### config.mk
export PLATFORM = sky130hd
export DESIGN_NAME = fb_wr_arbiter
export DESIGN_NICKNAME = d
export VERILOG_FILES = /design/src/rtl/fb_wr_arbiter.sv
export SDC_FILE = /design/constraint.sdc
export NUM_CORES = 1
export LEC_CHECK = 0
export ABC_AREA = 1
export BUFFER_PORTS_ARGS = -buffer_cell sky130_fd_sc_hd__clkbuf_2
export CORE_UTILIZATION = 44
export CTS_CLUSTER_SIZE = 10
export DETAILED_ROUTE_END_ITERATION = 6
export GPL_TIMING_DRIVEN = 0
export HOLD_SLACK_MARGIN = 0.03
export PLACE_DENSITY = 0.75
export SYNTH_ARGS = -nofsm -noshare
export SYNTH_HDL_FRONTEND = slang
export SYNTH_SLANG_ARGS = --single-unit
### constraint.sdc
create_clock -name clk -period 1.9 [get_ports clk]
set_input_delay 0.19 -clock clk [delete_from_list [all_inputs] [get_ports clk]]
set_output_delay 0.19 -clock clk [all_outputs]
set_load 0.01 [all_outputs]
### src/rtl/fb_wr_arbiter.sv
// Round-robin write arbiter for the frame-buffer RAM write port.
// Counts accepted writes per frame and stalls once the frame is full.
module fb_wr_arbiter #(
  parameter int NR = 4,
  parameter int DW = 8,
  parameter int MD = 1024,
  parameter int AW = $clog2(MD),
  parameter int CW = $clog2(MD+1)
) (
  input  logic            clk,
  input  logic            rst,
  input  logic            clk_en,
  input  logic [NR-1:0]    req_vld,
  input  logic [NR*AW-1:0] req_adr,
  input  logic [NR*DW-1:0] req_dat,
  output logic [NR-1:0]    req_rdy,
  output logic            ram_we,
  output logic [AW-1:0]    ram_adr,
  output logic [DW-1:0]    ram_dat,
  input  logic            frame_clr,
  output logic [CW-1:0]    wr_cnt,
  output logic            frame_done
);

  localparam int PW = $clog2(NR);

  logic [PW-1:0] ptr;
  logic [PW-1:0] gidx;
  logic [PW-1:0] nptr;
  logic          found;
  logic          gate;
  logic          xfer;
  logic [AW-1:0] sel_adr;
  logic [DW-1:0] sel_dat;

  // Search starts at ptr and wraps, so the last winner drops to lowest priority.
  always_comb begin : grant_p
    int j;
    logic [PW-1:0] idx;
    gate  = clk_en & ~frame_done & ~frame_clr;
    found = 1'b0;
    gidx  = '0;
    j     = 0;
    idx   = '0;
    for (int k = 0; k < NR; k++) begin
      j = int'(ptr) + k;
      if (j >= NR) j = j - NR;
      idx = PW'(j);
      if (!found && req_vld[idx]) begin
        found = 1'b1;
        gidx  = idx;
      end
    end
    xfer    = gate & found;
    req_rdy = '0;
    if (xfer) req_rdy[gidx] = 1'b1;
    sel_adr = req_adr[gidx*AW +: AW];
    sel_dat = req_dat[gidx*DW +: DW];
    nptr    = (gidx == PW'(NR-1)) ? '0 : gidx + 1'b1;
  end

  always_ff @(posedge clk or posedge rst) begin
    if (rst) begin
      ram_we     <= 1'b0;
      ram_adr    <= '0;
      ram_dat    <= '0;
      ptr        <= '0;
      wr_cnt     <= '0;
      frame_done <= 1'b0;
    end else if (clk_en) begin
      ram_we <= xfer;
      if (xfer) begin
        ram_adr <= sel_adr;
        ram_dat <= sel_dat;
        ptr     <= nptr;
      end
      if (frame_clr) begin
        wr_cnt     <= '0;
        frame_done <= 1'b0;
      end else if (xfer) begin
        wr_cnt     <= wr_cnt + 1'b1;
        frame_done <= (wr_cnt + 1'b1 == CW'(MD));
      end
    end
  end

endmodule
==> impl_metrics.prom <==
# TYPE chip_impl_metric gauge
chip_impl_metric{name="post_route_cells_drive_above_1_share",unit="%"} 40.4
chip_impl_metric{name="tightestPinTransition",unit="ns"} 0.491
chip_impl_info{name="ys.flop_type",value="dfrtp_1"} 1
chip_impl_metric{name="synth-seq-area-share",unit="%"} 29.5
chip_impl_info{name="most_common_cell_in_the_netlist",value="nand2_1"} 1
chip_impl_info{name="post_synth_most_frequent_cells",value="182 x nand2_1, 59 x inv_1, 59 x nand3_1"} 1
chip_impl_metric{name="worst_path_largest_cell_delay",unit="ns"} 0.42
chip_impl_metric{name="synth_area_per_cell",unit="sq um"} 6.43
chip_impl_metric{name="grt_util_met1",unit="%"} 30.1
chip_impl_metric{name="grt_start_max_net_pins",unit=""} 34
chip_impl_metric{name="fp.dieH",unit="um"} 81.8
chip_impl_metric{name="final.min_clock_period",unit="ns"} 2.40
chip_impl_metric{name="syn_nets",unit=""} 522
chip_impl_metric{name="initial_core_utilization",unit="%"} 46.5
chip_impl_metric{name="fp-row-count",unit=""} 28
chip_impl_info{name="setup.worst_path.end_class",value="output pin"} 1
chip_impl_metric{name="route.detailed.vias_per_inst",unit=""} 4.96
chip_impl_metric{name="detailedPlacementHpwl",unit="um"} 5920
chip_impl_info{name="global_route.peak_usage_layer",value="met2"} 1
chip_impl_info{name="crit_path_top_delay_cell",value="dfrtp_1"} 1
chip_impl_metric{name="synth_enable_flop_cells",unit=""} 0
chip_impl_metric{name="grt_util_all_layers",unit="%"} 25.8
chip_impl_metric{name="core-area",unit="sq mm"} 0.00603
chip_impl_info{name="critPathKind",value="register to output pin"} 1
chip_impl_metric{name="max_cap_violations",unit=""} 0
chip_impl_metric{name="synthDominantCellAreaShare",unit="%"} 29.5
chip_impl_info{name="yosysTopAreaCell",value="dfrtp_1"} 1
chip_impl_metric{name="fin_ws",unit="ns"} -0.501
chip_impl_metric{name="maximum_buffer_depth_of_the_clock_tree",unit=""} 2
chip_impl_metric{name="grt_pass1_vias",unit=""} 3044
chip_impl_metric{name="timing.critical_path.required",unit="ns"} 1.71
chip_impl_metric{name="achievable_clock_frequency",unit="GHz"} 0.416
chip_impl_metric{name="synth.lib_cells_used.distinct",unit=""} 23
chip_impl_metric{name="vdd.ir_drop.worst",unit="V"} 0.00159
chip_impl_metric{name="final.fill_count",unit=""} 538
chip_impl_metric{name="period_utilisation_layout",unit="%"} 126
chip_impl_metric{name="cts_max_level",unit=""} 2
chip_impl_metric{name="nets",unit=""} 664
chip_impl_metric{name="top_level_ports",unit=""} 115
chip_impl_metric{name="post_drt_wl_per_cell",unit="um"} 12.9
chip_impl_metric{name="slew_violations",unit=""} 0
chip_impl_metric{name="clock_insertion_delay_worst_skew",unit="ns"} 0.28
chip_impl_info{name="min-delay-path-class",value="primary input to register"} 1
chip_impl_metric{name="cts.sinks",unit=""} 33
chip_impl_metric{name="async_flop_share",unit="%"} 100
chip_impl_metric{name="layout-area-overhead-vs-synth",unit="%"} 43.2
chip_impl_info{name="cts_tree",value="yes"} 1
chip_impl_metric{name="placed_cells_incl_taps",unit=""} 625
chip_impl_metric{name="drt_iter0_markers",unit=""} 153
chip_impl_info{name="synth_area_leaders",value="dfrtp_1 29%, nand2_1 24%, nand3_1 11%"} 1
chip_impl_metric{name="grt_pass1_wl",unit="um"} 13200
chip_impl_metric{name="grt-ovfl-total",unit=""} 0
chip_impl_metric{name="finalWeightedCongestion",unit=""} 0.909
chip_impl_metric{name="post_route_drc_violation_count",unit=""} 0
chip_impl_metric{name="first_pass_iters",unit=""} 4
chip_impl_metric{name="num_antenna_cells",unit=""} 0
chip_impl_metric{name="power-per-cell-area",unit="mW/mm^2"} 2110
chip_impl_metric{name="power_leakage",unit="nW"} 2.38
chip_impl_info{name="largest_delay_share_family_worst_path",value="buffers and inverters"} 1
chip_impl_info{name="status",value="complete, but fails checks"} 1
chip_impl_metric{name="ys_seq_elements",unit=""} 33
chip_impl_info{name="critical_path.cell_chain",value="inv_2, buf_6, nand2_2, nand3_2, nand2_2, nor2_4, nand3_2, nand3_2, nand2_2, buf_6, buf_12, ha_4, inv_2, nor2_2, buf_2"} 1
chip_impl_metric{name="die_area",unit="sq mm"} 0.00669
chip_impl_metric{name="vias",unit=""} 3246
chip_impl_info{name="ctsRootBufferMaster",value="clkbuf_8"} 1
chip_impl_info{name="failing_checks",value="negative setup slack"} 1
chip_impl_metric{name="clkTransAtPathRegs",unit="ns"} 0.07
chip_impl_info{name="setup.worst_path.start_class",value="register"} 1
chip_impl_metric{name="timing_hold_violations_final",unit=""} 0
chip_impl_metric{name="worstPathMaxFanout",unit=""} 5
chip_impl_metric{name="wl",unit="um"} 8430
chip_impl_metric{name="timing.slew.headroom",unit="%"} 67.1
chip_impl_metric{name="worst_ep_arrival_time",unit="ns"} 2.21
chip_impl_metric{name="grt_use_met3",unit="%"} 5.11
chip_impl_metric{name="clock-skew-final",unit="ns"} 0.00421
chip_impl_metric{name="remaining_antenna_violation_count_after_routing",unit=""} 0
chip_impl_metric{name="floorplan.die.width",unit="um"} 81.8
chip_impl_metric{name="pre_cts_slack",unit="ns"} -0.295
chip_impl_metric{name="globalRouteMet2Util",unit="%"} 46.0
chip_impl_metric{name="syn_inst",unit=""} 436
chip_impl_metric{name="crit_buf_inv",unit=""} 6
chip_impl_metric{name="syn_area",unit="sq mm"} 0.00280
chip_impl_info{name="grt_setup_unrepaired",value="true"} 1
chip_impl_metric{name="numPortBuffers",unit=""} 114
chip_impl_metric{name="cts_buffers",unit=""} 5
chip_impl_metric{name="final-setup-viol-count",unit=""} 25
chip_impl_metric{name="synth_warnings",unit=""} 0
chip_impl_metric{name="antenna_found_initial",unit=""} 0
chip_impl_metric{name="minimum_hold_slack",unit="ns"} 0.114
chip_impl_metric{name="layout.cells.non_filler",unit=""} 654
## metrics by stage
| step | instance area, sq um | util, % | TNS [ns] | power (mW) |
|---|---|---|---|---|
| final | 4010 | 66.6 | -4.49 | 8.47 |
| after global routing | 4010 | 66.6 | -7.45 | 9.26 |
| after detailed placement | 3480 | 57.7 | -1.47 | 6.20 |
| after CTS | 3760 | 62.4 | -2.84 | 7.62 |
| after floorplan | 2810 | - | 0 | 5.00 |
| after global placement | 3480 | 57.7 | -1.02 | 6.08 |
## per-layer routing
metal | wire [um] | vias to the layer above
li1 | - | 1629
met1 | 3360 | 1484
met2 | 4390 | 114
met3 | 482 | 19
met4 | 196 | 0
met5 | 0 | -
## timing repair
| action | CTS | global route |
|---|---|---|
| endpoints found under the setup margin | 27 | 37 |
| resized for setup | 27 | 42 |
| gates cloned | 3 | 1 |
| hold endpoints to repair | 0 | 7 |
| pin swaps | 9 | 12 |
| hold buffers | 0 | 1 |
| setup buffers | 9 | 6 |
## state kept, by name (all words and copies together), names as in the netlist
signal,flops
ptr,2
wr_cnt,11
ram_dat,8
ram_we,1
ram_adr,10
frame_done,1
## kinds of logic after synthesis
family / count (synthesis) / synth area share [%]
buffers and inverters: 84 / 15.0
AOI/OAI and AO/OA: 15 / 3.17
DFF: 33 / 29.5
xor gates and xnor gates: 9 / 2.81
and+or+nand+nor: 289 / 46.9
adders and majority gates: 6 / 2.68
## cell usage in the layout, fill, tap and decap left out, types with 2 or more instances in the layout
cell	n
o21ai_0	2
nand2_2	28
nand2_1	166
nor3_1	4
clkbuf_2	110
inv_2	7
clkbuf_8	6
nor2_1	5
buf_6	13
buf_4	18
o21ai_1	3
dfrtp_1	32
buf_8	3
ha_4	3
nand3_4	2
nand2_4	6
nand3_2	15
nand3_1	55
o22ai_1	8
ha_1	3
nor2_2	4
xor2_1	8
buf_2	7
buf_12	2
inv_1	54
## final timing paths
check	startpoint	endpoint	slack, ns	depth (start not counted)
setup / recovery	ptr[0]$_DFFE_PP0P_	req_rdy[0]	-0.50	15
hold / removal	clk_en	ram_we$_DFFE_PP0P_	0.11	2
setup reg to reg	ptr[0]$_DFFE_PP0P_	ram_dat[0]$_DFFE_PP0P_	-0.19	18
hold reg to reg	ram_adr[2]$_DFFE_PP0P_	ram_adr[2]$_DFFE_PP0P_	0.48	2
max in group asynchronous	rst	frame_done$_DFFE_PP0P_	1.10	4
min in group asynchronous	rst	ram_dat[4]$_DFFE_PP0P_	0.39	3
## area by class of cell
cell class	instances	area [sq um]	area share (%)
sequential	33	827	20.6
multi-input combinational	319	1720	42.9
clock buffer	7	86.3	2.15
clock inverter	1	30.0	0.748
tap	75	93.8	2.34
inverter	63	239	5.96
timing repair buffer	135	773	19.3
buffer	21	241	6.02
## power by group
part	internal (mW)	leakage (nW)	switching [mW]	total (mW)
combinational	2.91	1.89	3.74	6.65
clock	0.428	0.0585	0.259	0.687
sequential	0.950	0.425	0.185	1.14
total	4.29	2.38	4.18	8.47
Power figures use the tool's default switching activity.
